===== src/rtl/knight_tour_solver.sv =====
// Depth-first knight's-tour search on a BW x BH board with fixed move order.
// The committed move sequence is kept one-hot per step and read back by index.
module knight_tour_solver #(
    parameter  int BW       = 5,
    parameter  int BH       = 5,
    parameter  int MAX_ITER = 2**24-1,
    localparam int NSQ      = BW*BH,
    localparam int LAST     = NSQ-2,
    localparam int IW       = $clog2(NSQ)
) (
    input  logic          clk,
    input  logic          rst_n,
    input  logic          go,
    input  logic          abort,
    input  logic [2:0]    x_start,
    input  logic [2:0]    y_start,
    input  logic [IW-1:0] indx,
    output logic [7:0]    move,
    output logic          busy,
    output logic          done,
    output logic          fail,
    output logic          timeout,
    output logic [23:0]   iter_cnt
);
    typedef enum logic [2:0] {S_IDLE, S_INIT, S_TRY, S_BACK, S_FIN} state_t;

    state_t        state_q, state_d;
    logic [63:0]   visited_q, visited_d;
    logic [7:0]    last_move_q [0:LAST];
    logic [7:0]    last_move_d [0:LAST];
    logic [IW-1:0] move_num_q, move_num_d;
    logic [2:0]    xx_q, xx_d;
    logic [2:0]    yy_q, yy_d;
    logic [7:0]    move_try_q, move_try_d;
    logic [23:0]   iter_cnt_q, iter_cnt_d;
    logic          win_q, win_d;
    logic          tmo_q, tmo_d;

    function automatic logic signed [4:0] dx_of(input logic [7:0] m);
        case (m)
            8'h01:        return 5'sd1;
            8'h02:        return -5'sd1;
            8'h04, 8'h08: return -5'sd2;
            8'h10:        return -5'sd1;
            8'h20:        return 5'sd1;
            8'h40, 8'h80: return 5'sd2;
            default:      return 5'sd0;
        endcase
    endfunction

    function automatic logic signed [4:0] dy_of(input logic [7:0] m);
        case (m)
            8'h01, 8'h02: return 5'sd2;
            8'h04:        return 5'sd1;
            8'h08:        return -5'sd1;
            8'h10, 8'h20: return -5'sd2;
            8'h40:        return -5'sd1;
            8'h80:        return 5'sd1;
            default:      return 5'sd0;
        endcase
    endfunction

    // Squares are addressed as {y, x} in a fixed 8x8 map; only in-board bits are ever set.
    logic signed [4:0] tx, ty;
    logic [5:0]        cur_idx, tgt_idx;
    logic              tgt_legal, start_ok, budget_hit;
    logic [23:0]       iter_inc;
    logic [IW-1:0]     back_k;
    logic [7:0]        back_m;

    assign tx         = $signed({2'b00, xx_q}) + dx_of(move_try_q);
    assign ty         = $signed({2'b00, yy_q}) + dy_of(move_try_q);
    assign cur_idx    = {yy_q, xx_q};
    assign tgt_idx    = {ty[2:0], tx[2:0]};
    assign tgt_legal  = !tx[4] && (tx[3:0] < 4'(BW)) && !ty[4] && (ty[3:0] < 4'(BH))
                        && !visited_q[tgt_idx];
    assign start_ok   = ({1'b0, x_start} < 4'(BW)) && ({1'b0, y_start} < 4'(BH));
    assign iter_inc   = (iter_cnt_q == 24'hFF_FFFF) ? iter_cnt_q : iter_cnt_q + 24'd1;
    assign budget_hit = (iter_inc >= 24'(MAX_ITER));
    assign back_k     = move_num_q - IW'(1);
    assign back_m     = last_move_q[back_k];

    always_comb begin
        state_d     = state_q;
        visited_d   = visited_q;
        last_move_d = last_move_q;
        move_num_d  = move_num_q;
        xx_d        = xx_q;
        yy_d        = yy_q;
        move_try_d  = move_try_q;
        iter_cnt_d  = iter_cnt_q;
        win_d       = win_q;
        tmo_d       = tmo_q;

        if (abort && state_q != S_IDLE) begin
            state_d = S_IDLE;
        end else begin
            case (state_q)
                S_IDLE: begin
                    if (go) begin
                        win_d      = 1'b0;
                        tmo_d      = 1'b0;
                        iter_cnt_d = '0;
                        if (start_ok) begin
                            visited_d  = '0;
                            move_num_d = '0;
                            xx_d       = x_start;
                            yy_d       = y_start;
                            for (int i = 0; i <= LAST; i++) last_move_d[i] = 8'h00;
                            state_d    = S_INIT;
                        end else begin
                            state_d = S_FIN;
                        end
                    end
                end
                S_INIT: begin
                    visited_d[cur_idx] = 1'b1;
                    move_try_d         = 8'h01;
                    state_d            = S_TRY;
                end
                S_TRY: begin
                    iter_cnt_d = iter_inc;
                    if (budget_hit) begin
                        tmo_d   = 1'b1;
                        state_d = S_FIN;
                    end else if (tgt_legal) begin
                        last_move_d[move_num_q] = move_try_q;
                        visited_d[tgt_idx]      = 1'b1;
                        xx_d                    = tx[2:0];
                        yy_d                    = ty[2:0];
                        move_try_d              = 8'h01;
                        if (move_num_q == IW'(LAST)) begin
                            win_d   = 1'b1;
                            state_d = S_FIN;
                        end else begin
                            move_num_d = move_num_q + IW'(1);
                        end
                    end else if (move_try_q != 8'h80) begin
                        move_try_d = move_try_q << 1;
                    end else begin
                        state_d = S_BACK;
                    end
                end
                S_BACK: begin
                    iter_cnt_d = iter_inc;
                    if (budget_hit) begin
                        tmo_d   = 1'b1;
                        state_d = S_FIN;
                    end else if (move_num_q == '0) begin
                        state_d = S_FIN;
                    end else begin
                        // Undo the most recent committed step and resume with its successor.
                        visited_d[cur_idx]  = 1'b0;
                        xx_d                = xx_q - 3'(dx_of(back_m));
                        yy_d                = yy_q - 3'(dy_of(back_m));
                        last_move_d[back_k] = 8'h00;
                        move_num_d          = back_k;
                        if (back_m != 8'h80) begin
                            move_try_d = back_m << 1;
                            state_d    = S_TRY;
                        end
                    end
                end
                S_FIN: state_d = S_IDLE;
                default: state_d = S_IDLE;
            endcase
        end
    end

    always_ff @(posedge clk or negedge rst_n) begin
        if (!rst_n) begin
            state_q    <= S_IDLE;
            visited_q  <= '0;
            move_num_q <= '0;
            xx_q       <= '0;
            yy_q       <= '0;
            move_try_q <= 8'h01;
            iter_cnt_q <= '0;
            win_q      <= 1'b0;
            tmo_q      <= 1'b0;
            for (int i = 0; i <= LAST; i++) last_move_q[i] <= 8'h00;
        end else begin
            state_q    <= state_d;
            visited_q  <= visited_d;
            move_num_q <= move_num_d;
            xx_q       <= xx_d;
            yy_q       <= yy_d;
            move_try_q <= move_try_d;
            iter_cnt_q <= iter_cnt_d;
            win_q      <= win_d;
            tmo_q      <= tmo_d;
            for (int i = 0; i <= LAST; i++) last_move_q[i] <= last_move_d[i];
        end
    end

    assign move     = (int'(indx) <= LAST) ? last_move_q[indx] : 8'h00;
    assign busy     = (state_q != S_IDLE);
    assign done     = (state_q == S_FIN) && win_q;
    assign fail     = (state_q == S_FIN) && !win_q;
    assign timeout  = (state_q == S_FIN) && tmo_q;
    assign iter_cnt = iter_cnt_q;

endmodule


===== config.mk =====
export PLATFORM = sky130hd
export DESIGN_NAME = knight_tour_solver
export DESIGN_NICKNAME = d
export VERILOG_FILES = /design/src/rtl/knight_tour_solver.sv
export SDC_FILE = /design/constraint.sdc
export NUM_CORES = 1
export LEC_CHECK = 0
export CORE_ASPECT_RATIO = 1.25
export CORE_MARGIN = 1.5
export CORE_UTILIZATION = 50
export DETAILED_ROUTE_END_ITERATION = 7
export GPL_ROUTABILITY_DRIVEN = 0
export PLACE_DENSITY = 0.74
export SLEW_MARGIN = 0
export SYNTH_ARGS = -nofsm -noshare
export SYNTH_HDL_FRONTEND = slang
export SYNTH_SLANG_ARGS = --single-unit
export TNS_END_PERCENT = 100

===== constraint.sdc =====
create_clock -name clk -period 10 [get_ports clk]
set_input_delay 2 -clock clk [delete_from_list [all_inputs] [get_ports clk]]
set_output_delay 2 -clock clk [all_outputs]
set_load 0.005 [all_outputs]

==> results.sh <==
export IMPL_internal_power_mw=2.62
export IMPL_finalMaxSlewViolations=0
export IMPL_antenna_cells=0
export IMPL_yosys_warnings=0
export IMPL_status="finished, final reports clean"
export IMPL_timing_fmax_ghz=0.149
export IMPL_cp_end_kind="primary output"
export IMPL_num_nets_final=1898
export IMPL_routed_wl_um=60600
export IMPL_num_rows=77
export IMPL_die_w_um=172
export IMPL_htree_levels=1
export IMPL_regToRegSetupSlack_ns=3.71
export IMPL_antenna_found_initial=4
export IMPL_hpwlAfterDp_um=39700
export IMPL_io_buffers=50
export IMPL_synth_area_per_cell_um2=9.43
export IMPL_clock_latency_ns=0.59
export IMPL_tightest_slew_ns=1.35
export IMPL_synth_most_common_cell="nand2_1"
export IMPL_fin_crit_ns=6.71
export IMPL_die_h_um=215
export IMPL_overflow=0
export IMPL_cp_arrival_ns=4.71
export IMPL_rsz0062_at_grt="no"
export IMPL_grt_pass1_wl_um=95200
export IMPL_synth_edff_count=0
export IMPL_wl_per_cell_um=25.7
export IMPL_pwr_share_seq=0.261
export IMPL_synth_async_reset_ratio=1.00
export IMPL_worstPathMaxFanout=25
export IMPL_post_route_period_util=0.671
export IMPL_cts_setup_buffers=0
export IMPL_cts_root_buf="clkbuf_16"
export IMPL_synth_top_area_cell="dfrtp_1"
export IMPL_vias=16600
export IMPL_swShare=0.486
export IMPL_yosysTopAreaCellShare=0.395
export IMPL_synth_fp_nets=1939
export IMPL_hold_depth=2
export IMPL_clk_pin_slew_worst_paths_ns=0.06
export IMPL_dieArea_um2=37000
export IMPL_hold_buffers=0
export IMPL_critPathLaunchType="input port"
export IMPL_p_sw_mw=2.48
export IMPL_clock_sinks=284
export IMPL_p_leak_nw=7.67
export IMPL_cts_buffer_depth=3
export IMPL_yosysSeqAreaShare=0.396
export IMPL_io_pins=51
export IMPL_worst_r2r_endpoint="xx_q[2]$_DFFE_PN0P_"
export IMPL_cts_made_buffers=31
export IMPL_synth_cells_most_frequent="nand2_1 (302), dfrtp_1 (283), o21ai_0 (240)"
export IMPL_powerDensity_nw_per_um2=260
export IMPL_worstReg2RegStart="move_num_q[0]$_DFFE_PN0P_"
export IMPL_syn_area_um2=17900
export IMPL_cp_data_required_time_ns=8.00
export IMPL_synth_cell_types=83
export IMPL_hold_class="reg -> reg"
export IMPL_combPwrFrac=0.495
export IMPL_synth_seq_cells=284
export IMPL_holdWs_ns=0.498
export IMPL_drv_cap=0
export IMPL_rr_worst_depth=16
export IMPL_clkPwrFrac=0.244
export IMPL_tns_ns=0
export IMPL_coreArea_um2=35400
export IMPL_drtIter0Drc=2231
export IMPL_setup_viol=0
export IMPL_final_setup_skew_ns=0.0164
export IMPL_track_usage=0.337
export IMPL_relSlewSlack=0.0959
export IMPL_cts_tree="built"
export IMPL_layout_drive_gt1_share=0.139
export IMPL_drc=0
export IMPL_min_to="last_move_q[109]$_DFFE_PN0P_"
export IMPL_vias_per_cell=7.05
export IMPL_hold_violations=0
export IMPL_post_cts_resize_count=0
export IMPL_first_pass_iters=6
export IMPL_area_growth_pct=9.33
export IMPL_critPathKind="in -> out"
export IMPL_drtAntennaViolNets=0
export IMPL_grt_max_degree=153
export IMPL_synthTopCellsByArea="dfrtp_1 (39%), mux4_2 (13%), o21ai_0 (6.7%)"
export IMPL_ir_drop_v=0.000195
export IMPL_netlist_instances=1904
export IMPL_start_util=0.508
export IMPL_ys_flop_type="dfrtp_1"
export IMPL_hold_start="last_move_q[109]$_DFFE_PN0P_"
export IMPL_grt_pass1_vias=16400
-- power groups by stage --
stage / combinational (mW) / clock (mW) / sequential (mW)
after floorplan: 1.69 / 0 / 1.27
after global placement: 2.35 / 0 / 1.34
after detailed placement: 2.38 / 0 / 1.35
after CTS: 2.40 / 1.25 / 1.33
after global routing: 2.67 / 1.30 / 1.34
final: 2.52 / 1.24 / 1.33
-- stage by stage --
stage                     instances   util  power (mW)  setup slack [ns]  area [um2]
after floorplan                1904      -        2.96              3.69       17900
after global placement         2304  0.524        3.69              3.41       18500
after detailed placement       2304  0.524        3.73              3.34       18500
after CTS                      2358  0.555        4.98              3.34       19600
after global routing           2358  0.555        5.31              3.23       19600
final                          2358  0.555        5.10              3.29       19600
-- cell usage in the layout (no fill, tap or decap), drive strengths merged, types with 32 or more instances in the layout --
cell type / instances
o21ai: 320
nand2: 308
dfrtp: 283
a21oi: 125
mux4: 107
nor2: 87
o22ai: 86
nand3: 58
clkdlybuf4s50: 47
clkbuf: 40
inv: 37
nor3: 32
-- registers in the layout, summed over array words and instances, names as in the netlist --
register / count
last_move_q: 192
visited_q: 44
iter_cnt: 24
move_try_q: 8
move_num_q: 5
state_q: 3
xx_q: 3
yy_q: 3
tmo_q: 1
win_q: 1
-- layout make-up --
cell class | count | area [um2]
Multi-Input combinational cell | 1431 | 9980
Clock inverter | 14 | 225
Timing Repair Buffer | 77 | 713
Clock buffer | 40 | 860
Fill cell | 3068 | 15700
Inverter | 38 | 143
Tap cell | 474 | 593
Sequential cell | 284 | 7110
-- critical path: stages --
cell             delay, ns
buf_2                 0.53
buf_4                 0.47
mux4_2                0.54
mux4_2                0.49
inv_1                 0.08
o22ai_1               0.10
clkdlybuf4s50_1       0.47
-- logic make-up (layout without fill, tap and decap cells) --
family / Yosys count / in the layout / synth area share
DFF: 284 / 284 / 0.396
muxes: 140 / 140 / 0.154
xor gates and xnor gates: 21 / 21 / 0.0102
and+or+nand+nor: 590 / 590 / 0.159
AOI/OAI and AO/OA: 660 / 660 / 0.216
buffers and inverters: 189 / 169 / 0.0491
adders and majority gates: 20 / 20 / 0.0156
-- routing by layer --
metal,share of wire,global-route usage,vias to the layer above
met5,0.00074,0,-
met4,0.076,0.219,4
met3,0.12,0.119,329
met2,0.45,0.503,1258
met1,0.35,0.410,8066
li1,-,-,6971
-- how the worst max path moves through the flow --
stage | start | endpoint | slack, ns
floorplan | indx[0] | move[6] | 3.69
global placement | indx[1] | move[7] | 3.41
detailed placement | indx[1] | move[7] | 3.34
CTS | indx[1] | move[7] | 3.34
global route | indx[1] | move[7] | 3.23
finish | indx[1] | move[7] | 3.29
Note: power is estimated with default switching activity, not from simulation.
